--- src/rtl/arith_op_scheduler.sv ---
// Round-robin scheduler for two requesters sharing one adder / W-cycle shift-add multiplier.
// Optional ARITH_SCHED_STATS_EN adds a saturating completed-response counter (op_count).
module arith_op_scheduler #(
  parameter int W = 3
) (
  input  logic           clk,
  input  logic           rst_n,
  input  logic           ena,
  input  logic           req0_valid,
  output logic           req0_ready,
  input  logic           req0_op,
  input  logic [W-1:0]   req0_a,
  input  logic [W-1:0]   req0_b,
  input  logic           req1_valid,
  output logic           req1_ready,
  input  logic           req1_op,
  input  logic [W-1:0]   req1_a,
  input  logic [W-1:0]   req1_b,
  output logic           rsp_valid,
  input  logic           rsp_ready,
  output logic           rsp_id,
  output logic [2*W-1:0] rsp_data,
`ifdef ARITH_SCHED_STATS_EN
  output logic [7:0]     op_count,
`endif
  output logic           busy
);

  localparam int CW = (W > 1) ? $clog2(W) : 1;

  typedef enum logic [1:0] {IDLE, ADD, MUL, RESP} state_t;

  state_t           state, state_nxt;
  logic             last_grant;
  logic             grant0, grant1;
  logic             accept, accept_id, accept_op;
  logic             id_r;
  logic [W-1:0]     a_r, b_r;
  logic [2*W-1:0]   acc, acc_nxt;
  logic [CW-1:0]    cnt;
  logic             mul_done;

  // Contention goes to whichever requester was not served last.
  assign grant0 = req0_valid & (~req1_valid | last_grant);
  assign grant1 = req1_valid & (~req0_valid | ~last_grant);

  assign req0_ready = rst_n & (state == IDLE) & ena & grant0;
  assign req1_ready = rst_n & (state == IDLE) & ena & grant1;
  assign accept     = req0_ready | req1_ready;
  assign accept_id  = req1_ready;
  assign accept_op  = req1_ready ? req1_op : req0_op;

  assign mul_done = (cnt == CW'(W - 1));
  assign acc_nxt  = b_r[cnt] ? acc + ({{W{1'b0}}, a_r} << cnt) : acc;

  assign rsp_valid = (state == RESP);
  assign busy      = (state != IDLE);

  always_ff @(posedge clk or negedge rst_n) begin
    if (!rst_n) begin
      state <= IDLE;
    end else begin
      state <= state_nxt;
    end
  end

  // The response handshake completes even with ena low.
  always_comb begin
    state_nxt = state;
    case (state)
      IDLE: if (accept) state_nxt = accept_op ? MUL : ADD;
      ADD:  if (ena) state_nxt = RESP;
      MUL:  if (ena && mul_done) state_nxt = RESP;
      RESP: if (rsp_ready) state_nxt = IDLE;
      default: state_nxt = IDLE;
    endcase
  end

  always_ff @(posedge clk or negedge rst_n) begin
    if (!rst_n) begin
      last_grant <= 1'b1;
      id_r       <= 1'b0;
      a_r        <= '0;
      b_r        <= '0;
      acc        <= '0;
      cnt        <= '0;
      rsp_data   <= '0;
      rsp_id     <= 1'b0;
    end else begin
      if (accept) begin
        last_grant <= accept_id;
        id_r       <= accept_id;
        a_r        <= req1_ready ? req1_a : req0_a;
        b_r        <= req1_ready ? req1_b : req0_b;
        acc        <= '0;
        cnt        <= '0;
      end
      if (ena && state == ADD) begin
        rsp_data <= {{(W-1){1'b0}}, {1'b0, a_r} + {1'b0, b_r}};
        rsp_id   <= id_r;
      end
      if (ena && state == MUL) begin
        acc <= acc_nxt;
        cnt <= cnt + 1'b1;
        if (mul_done) begin
          rsp_data <= acc_nxt;
          rsp_id   <= id_r;
        end
      end
    end
  end

`ifdef ARITH_SCHED_STATS_EN
  always_ff @(posedge clk or negedge rst_n) begin
    if (!rst_n) begin
      op_count <= 8'd0;
    end else if (rsp_valid && rsp_ready && op_count != 8'hFF) begin
      op_count <= op_count + 8'd1;
    end
  end
`endif

endmodule
--- config.mk ---
export PLATFORM = sky130hd
export DESIGN_NAME = arith_op_scheduler
export DESIGN_NICKNAME = d
export VERILOG_FILES = /design/src/rtl/arith_op_scheduler.sv
export SDC_FILE = /design/constraint.sdc
export NUM_CORES = 1
export LEC_CHECK = 0
export CELL_PAD_IN_SITES_DETAIL_PLACEMENT = 1
export CELL_PAD_IN_SITES_GLOBAL_PLACEMENT = 1
export CORE_MARGIN = 2
export CORE_UTILIZATION = 39
export CTS_CLUSTER_DIAMETER = 30
export DETAILED_ROUTE_END_ITERATION = 8
export HOLD_SLACK_MARGIN = 0.08
export PLACE_DENSITY_LB_ADDON = 0.25
export SYNTH_ARGS = -nofsm -noshare
export SYNTH_HDL_FRONTEND = slang
export SYNTH_SLANG_ARGS = --single-unit
--- constraint.sdc ---
create_clock -name clk -period 2.8 [get_ports clk]
set_clock_uncertainty 0.1 [all_clocks]
set_input_delay 0.7 -clock clk [delete_from_list [all_inputs] [get_ports clk]]
set_output_delay 0.7 -clock clk [all_outputs]
set_load 0.01 [all_outputs]
==> impl_metrics.tcl, run 1 <==
set metrics [dict create \
    gp_congestion 0.778 \
    rows 23 \
    grt_pass1_wl_um 6690 \
    num_vias 1391 \
    cts-htree-levels 1 \
    wl_um 4090 \
    final_util_pct 51.6 \
    wire_per_inst_um 15.7 \
    die_x_um 68.9 \
    area_growth_pct 26.6 \
    synth_common_cells "32 x nand2_1, 24 x dfrtp_1, 16 x o21ai_0" \
    final_net_count 248 \
    layout-drive-gt1-share_pct 9.48 \
    ant_nets 0 \
    ir_drop_uv 460 \
    worst_slew_pin_slew_ns 0.398 \
    io_buffers 30 \
    yosysUniqueCellTypes 31 \
    crit_arrival_ns 1.84 \
    crit_end "req0_ready" \
    r2r_slack_ns 0.28 \
    dpl.hpwl_um 3270 \
    fin_ws_ns 0.159 \
    ys_ff_latch 25 \
    coreArea_um2 4030 \
    path_clk_slew_ns 0.10 \
    cts-root-buf "clkbuf_8" \
    total_power_uw 2160 \
    synth_area_um2 1640 \
    synth_edf_count 0 \
    outcome "complete, no violations" \
    grt_max_degree 28 \
    syn_inst 175 \
    fillCellCount 458 \
    io-pin-count 31 \
    numCtsBuffers 3 \
    finalCritPeriodShare_pct 94.3 \
    dr.pass1.iters 5 \
    dpl_worst_slack_ns -0.241 \
    start_kind "primary input" \
    synthFlopType "dfrtp_1" \
    slew_viol_final 0 \
    path_class "in2out" \
    grt.overflow.total 0 \
    viasPerCell 5.33 \
    post_cts_buffers 0 \
    hp-class "reg2reg" \
    hold_viol 0 \
    grt_usage_pct 19.2 \
    die_area_um2 4750 \
    r2r-start "cnt[0]" \
    crit_fanout 2 \
    reg2reg_to "rsp_data[5]" \
    diodes 0 \
    power_density_nw_per_um2 1040 \
    crit_path_end_kind "output pin" \
    antenna_found_initial 0 \
    grt_pass1_vias 1479 \
    rsz0062_at_grt "false" \
    synthArstFlopShare_pct 100 \
    clk_latency_ns 0.27 \
    cts_sinks 25 \
    yosysMostFrequentCell "nand2_1" \
    crit_start "ena" \
    cts_buffer_depth 2 \
    p_leak_uw 0.00101 \
    rr_worst_depth 8 \
    place_inst 257 \
    fp.dieH_um 68.9 \
    synthTopCellsByArea "dfrtp_1 37%, ha_1 11%, mux2i_1 7.3%, nand2_1 7.3%, o21ai_0 4.9%" \
    drv_cap 0 \
    slew_headroom_pct 73.5 \
    setup_viol 0 \
    holdBufCountCts 0 \
    yosys_warnings 0 \
    drc 0 \
    final_cell_count_no_fill 261 \
    seq_area_frac_synth_pct 38.1 \
    first_iter_violations 70 \
    synth_nets 211 \
    min_period_ns 2.64 \
    synth_top_area_share_pct 36.5 \
    fmax_ghz 0.379 \
    synth_top_area_cell "dfrtp_1" \
    avgSynthCellArea_um2 9.39 \
    worstPathRequired_ns 2.00 \
    cts_tree "done" \
    start_util_pct 40.8 \
]
power by group:
group          internal (uW)  switching, uW
clock network            101            123
logic                    600            633
registers                526            182
total                   1230            938
flip-flops by register name (all words and copies together) (netlist names):
signal and flops:
rsp_id 1, rsp_data 6, id_r 1, cnt 2
b_r 3, acc 6, a_r 3, last_grant 1
state 2
timing repair:
item | 4_1_cts | 5_1_grt
endpoints found under the setup margin | 2 | 1
hold endpoints to repair | 0 | 0
gates resized for setup | 4 | 1
area by class of cell:
| cell class | instances | area, um2 | area share (%) |
|---|---|---|---|
| sequential | 25 | 627 | 30.1 |
| inverter | 10 | 37.5 | 1.80 |
| multi-input combinational | 136 | 963 | 46.3 |
| clock buffer | 3 | 41.3 | 1.98 |
| timing repair buffer | 36 | 342 | 16.4 |
| clock inverter | 1 | 7.51 | 0.361 |
| tap | 50 | 62.6 | 3.01 |
how the worst min path moves through the flow:
stage,endpoint,cells after the start,start
floorplan,a_r[0],0,rst_n
global placement,id_r,2,id_r
CTS,last_grant,2,last_grant
finish,last_grant,2,last_grant
detailed placement,last_grant,2,last_grant
global route,last_grant,2,last_grant
cell usage in the layout (no fill, tap or decap), drive strengths merged:
cell type / count
and3: 2
mux2: 3
a21o: 4
nor3b: 1
dfrtp: 24
inv: 10
clkdlybuf4s50: 27
buf: 6
a221oi: 1
dfstp: 1
xor2: 2
a31oi: 6
a21oi: 5
nand3: 9
nand2: 32
and2b: 1
nand2b: 2
xnor2: 4
ha: 14
nor2b: 2
dlygate4sd2: 3
o21ai: 17
clkinvlp: 1
nor2: 10
fa: 2
clkbuf: 3
a22o: 6
mux2i: 12
o21bai: 1
worst max-delay path, stage by stage:
cell,delay [ns]
clkdlybuf4s50_1,0.48
and3_4,0.20
nand3_2,0.09
inv_1,0.08
dlygate4sd2_1,0.29
per-stage QoR:
stage / hold slack [ns] / area [um2] / setup TNS (ns)
floorplan: 0.304 / 1640 / 0
global placement: 0.356 / 2030 / -0.377
detailed placement: 0.365 / 2030 / -0.408
CTS: 0.380 / 2080 / 0
global route: 0.421 / 2080 / 0
finish: 0.376 / 2080 / 0
layer usage:
| metal | track usage, % | wire length, um | vias to the layer above |
|---|---|---|---|
| met5 | 0 | 0 | - |
| met4 | 5.88 | 23 | 0 |
| met3 | 2.44 | 87 | 2 |
| met1 | 24.2 | 1820 | 689 |
| met2 | 33.8 | 2160 | 18 |
| li1 | - | - | 682 |
logic make-up after synthesis:
group                    share of synthesized area [%]
flip-flops                                        38.1
adder cells (fa/ha/maj)                           13.1
buffers and inverters                             3.50
XOR/XNOR                                          3.20
AND/OR/NAND/NOR                                   16.8
AO/OA/AOI/OAI                                     15.9
multiplexers                                      9.36
(Power assumes the default switching activity.)
==> run 2, diff against run 1 <==
==> constraint.sdc (replaced) <==
create_clock -name clk -period 2.5 [get_ports clk]
set_clock_uncertainty 0.1 [all_clocks]
set_input_delay 0.625 -clock clk [delete_from_list [all_inputs] [get_ports clk]]
set_output_delay 0.625 -clock clk [all_outputs]
set_load 0.01 [all_outputs]
==> run 2 against run 1 <==
Critical path depth unchanged. Power rose by 15%. Global-route usage is 0.55 points higher. Register-to-register slack worse by 0.18 ns. Die area is the same. Count of clock-buffer cells in the layout did not move.
==> impl_metrics.tcl, run 2 (synthesis results as in run 1) <==
set metrics [dict create \
    p_switching_uw 1080 \
    grt_usage_pct 19.7 \
    area_growth_pct 28.1 \
    diodes 0 \
    p_seq_share_pct 31.7 \
    gp_congestion 0.796 \
    grt_pass1_vias 1507 \
    numCtsBuffers 3 \
    crit_fanout 2 \
    cp.depth 5 \
    final_net_count 250 \
    holdBufCountCts 0 \
    io_buffers 30 \
    dpl_worst_slack_ns -0.380 \
    whs_ns 0.376 \
    crit_path_end_kind "output pin" \
    hold_viol 0 \
    worstPathRequired_ns 1.77 \
    die_area_um2 4750 \
    grt.overflow.total 0 \
    rr_worst_depth 9 \
    num_vias 1429 \
    slew_headroom_pct 69.1 \
    io-pin-count 31 \
    drv_cap 0 \
    top_regs "acc x6, rsp_data x6" \
    critPathBufInv 3 \
    clk_latency_ns 0.28 \
    dr.pass1.iters 4 \
    layout-drive-gt1-share_pct 13.1 \
    cts-htree-levels 1 \
    wl_um 4380 \
    reg2reg_to "rsp_data[5]" \
    dpl.hpwl_um 3320 \
    fp.dieH_um 68.9 \
    r2r-start "a_r[1]" \
    fin_ws_ns 0.0899 \
    p_int_uw 1410 \
    layout_commonest_cell "nand2_1" \
    cts_tree "done" \
    antenna_found_initial 0 \
    power_density_nw_per_um2 1180 \
    crit_arrival_ns 1.69 \
    start_util_pct 40.8 \
    power_frac_comb_pct 58.2 \
    final_cell_mix "32 x nand2_1, 27 x clkdlybuf4s50_1, 22 x dfrtp_1" \
    cts-root-buf "clkbuf_8" \
    setup_viol 0 \
    slew_viol_final 0 \
    grt_pass1_wl_um 6960 \
    grt_max_degree 28 \
    crit_chain "clkdlybuf4s50_1, and3_4, nand3_4, inv_1, clkdlybuf4s15_1" \
    cts_sinks 25 \
    start_kind "primary input" \
    outcome "complete, no violations" \
    clockPowerShare_pct 10.1 \
    r2r_slack_ns 0.10 \
    path_clk_slew_ns 0.09 \
    switching_share_pct 43.5 \
    p_leak_uw 0.00102 \
    fmax_ghz 0.415 \
    crit_start "ena" \
    ir_drop_uv 445 \
    cts_buffer_depth 2 \
    drc 0 \
    viasPerCell 5.43 \
    min_period_ns 2.41 \
    cpMaxStageDelayCell "clkdlybuf4s50_1" \
    path_class "in2out" \
    slowest_delay_ns 0.49 \
    hp-start "last_grant" \
    first_iter_violations 60 \
    wire_per_inst_um 16.7 \
    die_x_um 68.9 \
    rows 23 \
    hp-class "reg2reg" \
    crit_end "req1_ready" \
    rsz0062_at_grt "true" \
    coreArea_um2 4030 \
    worst_slew_pin_slew_ns 0.462 \
    finalCritPeriodShare_pct 96.4 \
    ant_nets 0 \
    crit_family "buffers and inverters" \
]
[run 2: worst min-delay path, cell delays in order, from the launching register on]
cell     delay (ns)
dfstp_2        0.39
nand2_1        0.05
nand2_1        0.05
[run 2: metal layers]
metal | vias up | global-route usage (%) | share of wire [%]
li1 | 683 | - | -
met4 | 0 | 4.41 | 0.87
met1 | 722 | 24.3 | 43
met3 | 5 | 1.46 | 2.0
met5 | - | 0 | 0
met2 | 19 | 37.1 | 54
[run 2: power by group through the flow]
stage	Combinational, uW	Clock [uW]	Sequential (uW)
6_report	1450	251	789
5_1_grt	1630	271	821
3_5_place_dp	1400	0	794
3_3_place_gp	1330	0	775
4_1_cts	1430	258	787
2_1_floorplan	1000	0	731
[run 2: timing repair]
| action | 4_1_cts | 5_1_grt |
|---|---|---|
| setup buffers | 0 | 1 |
| setup endpoints to repair | 2 | 5 |
| resized for setup | 5 | 7 |
[run 2: metrics by stage]
stage	utilization [%]	cell area, um2	total power [uW]	TNS (ns)	instances
6_report	52.3	2110	2490	0	263
5_1_grt	52.3	2110	2720	-0.0474	263
4_1_cts	51.8	2090	2480	0	262
3_5_place_dp	50.6	2040	2200	-1.49	258
3_3_place_gp	50.6	2040	2110	-1.18	258
2_1_floorplan	-	1640	1740	0	175
[run 2: how the worst min path moves through the flow]
stage	end	slack, ns	cells past startpoint
2_1_floorplan	a_r[0]	0.23	0
3_3_place_gp	last_grant	0.36	2
3_5_place_dp	last_grant	0.37	2
4_1_cts	last_grant	0.38	2
5_1_grt	last_grant	0.40	2
6_report	last_grant	0.38	2
[run 2: area by class of cell]
type | count | area, um2
Clock inverter | 1 | 5.00
Multi-Input combinational cell | 136 | 976
Inverter | 10 | 37.5
Fill cell | 475 | 1920
Timing Repair Buffer | 38 | 354
Tap cell | 50 | 62.6
Sequential cell | 25 | 629
Clock buffer | 3 | 41.3
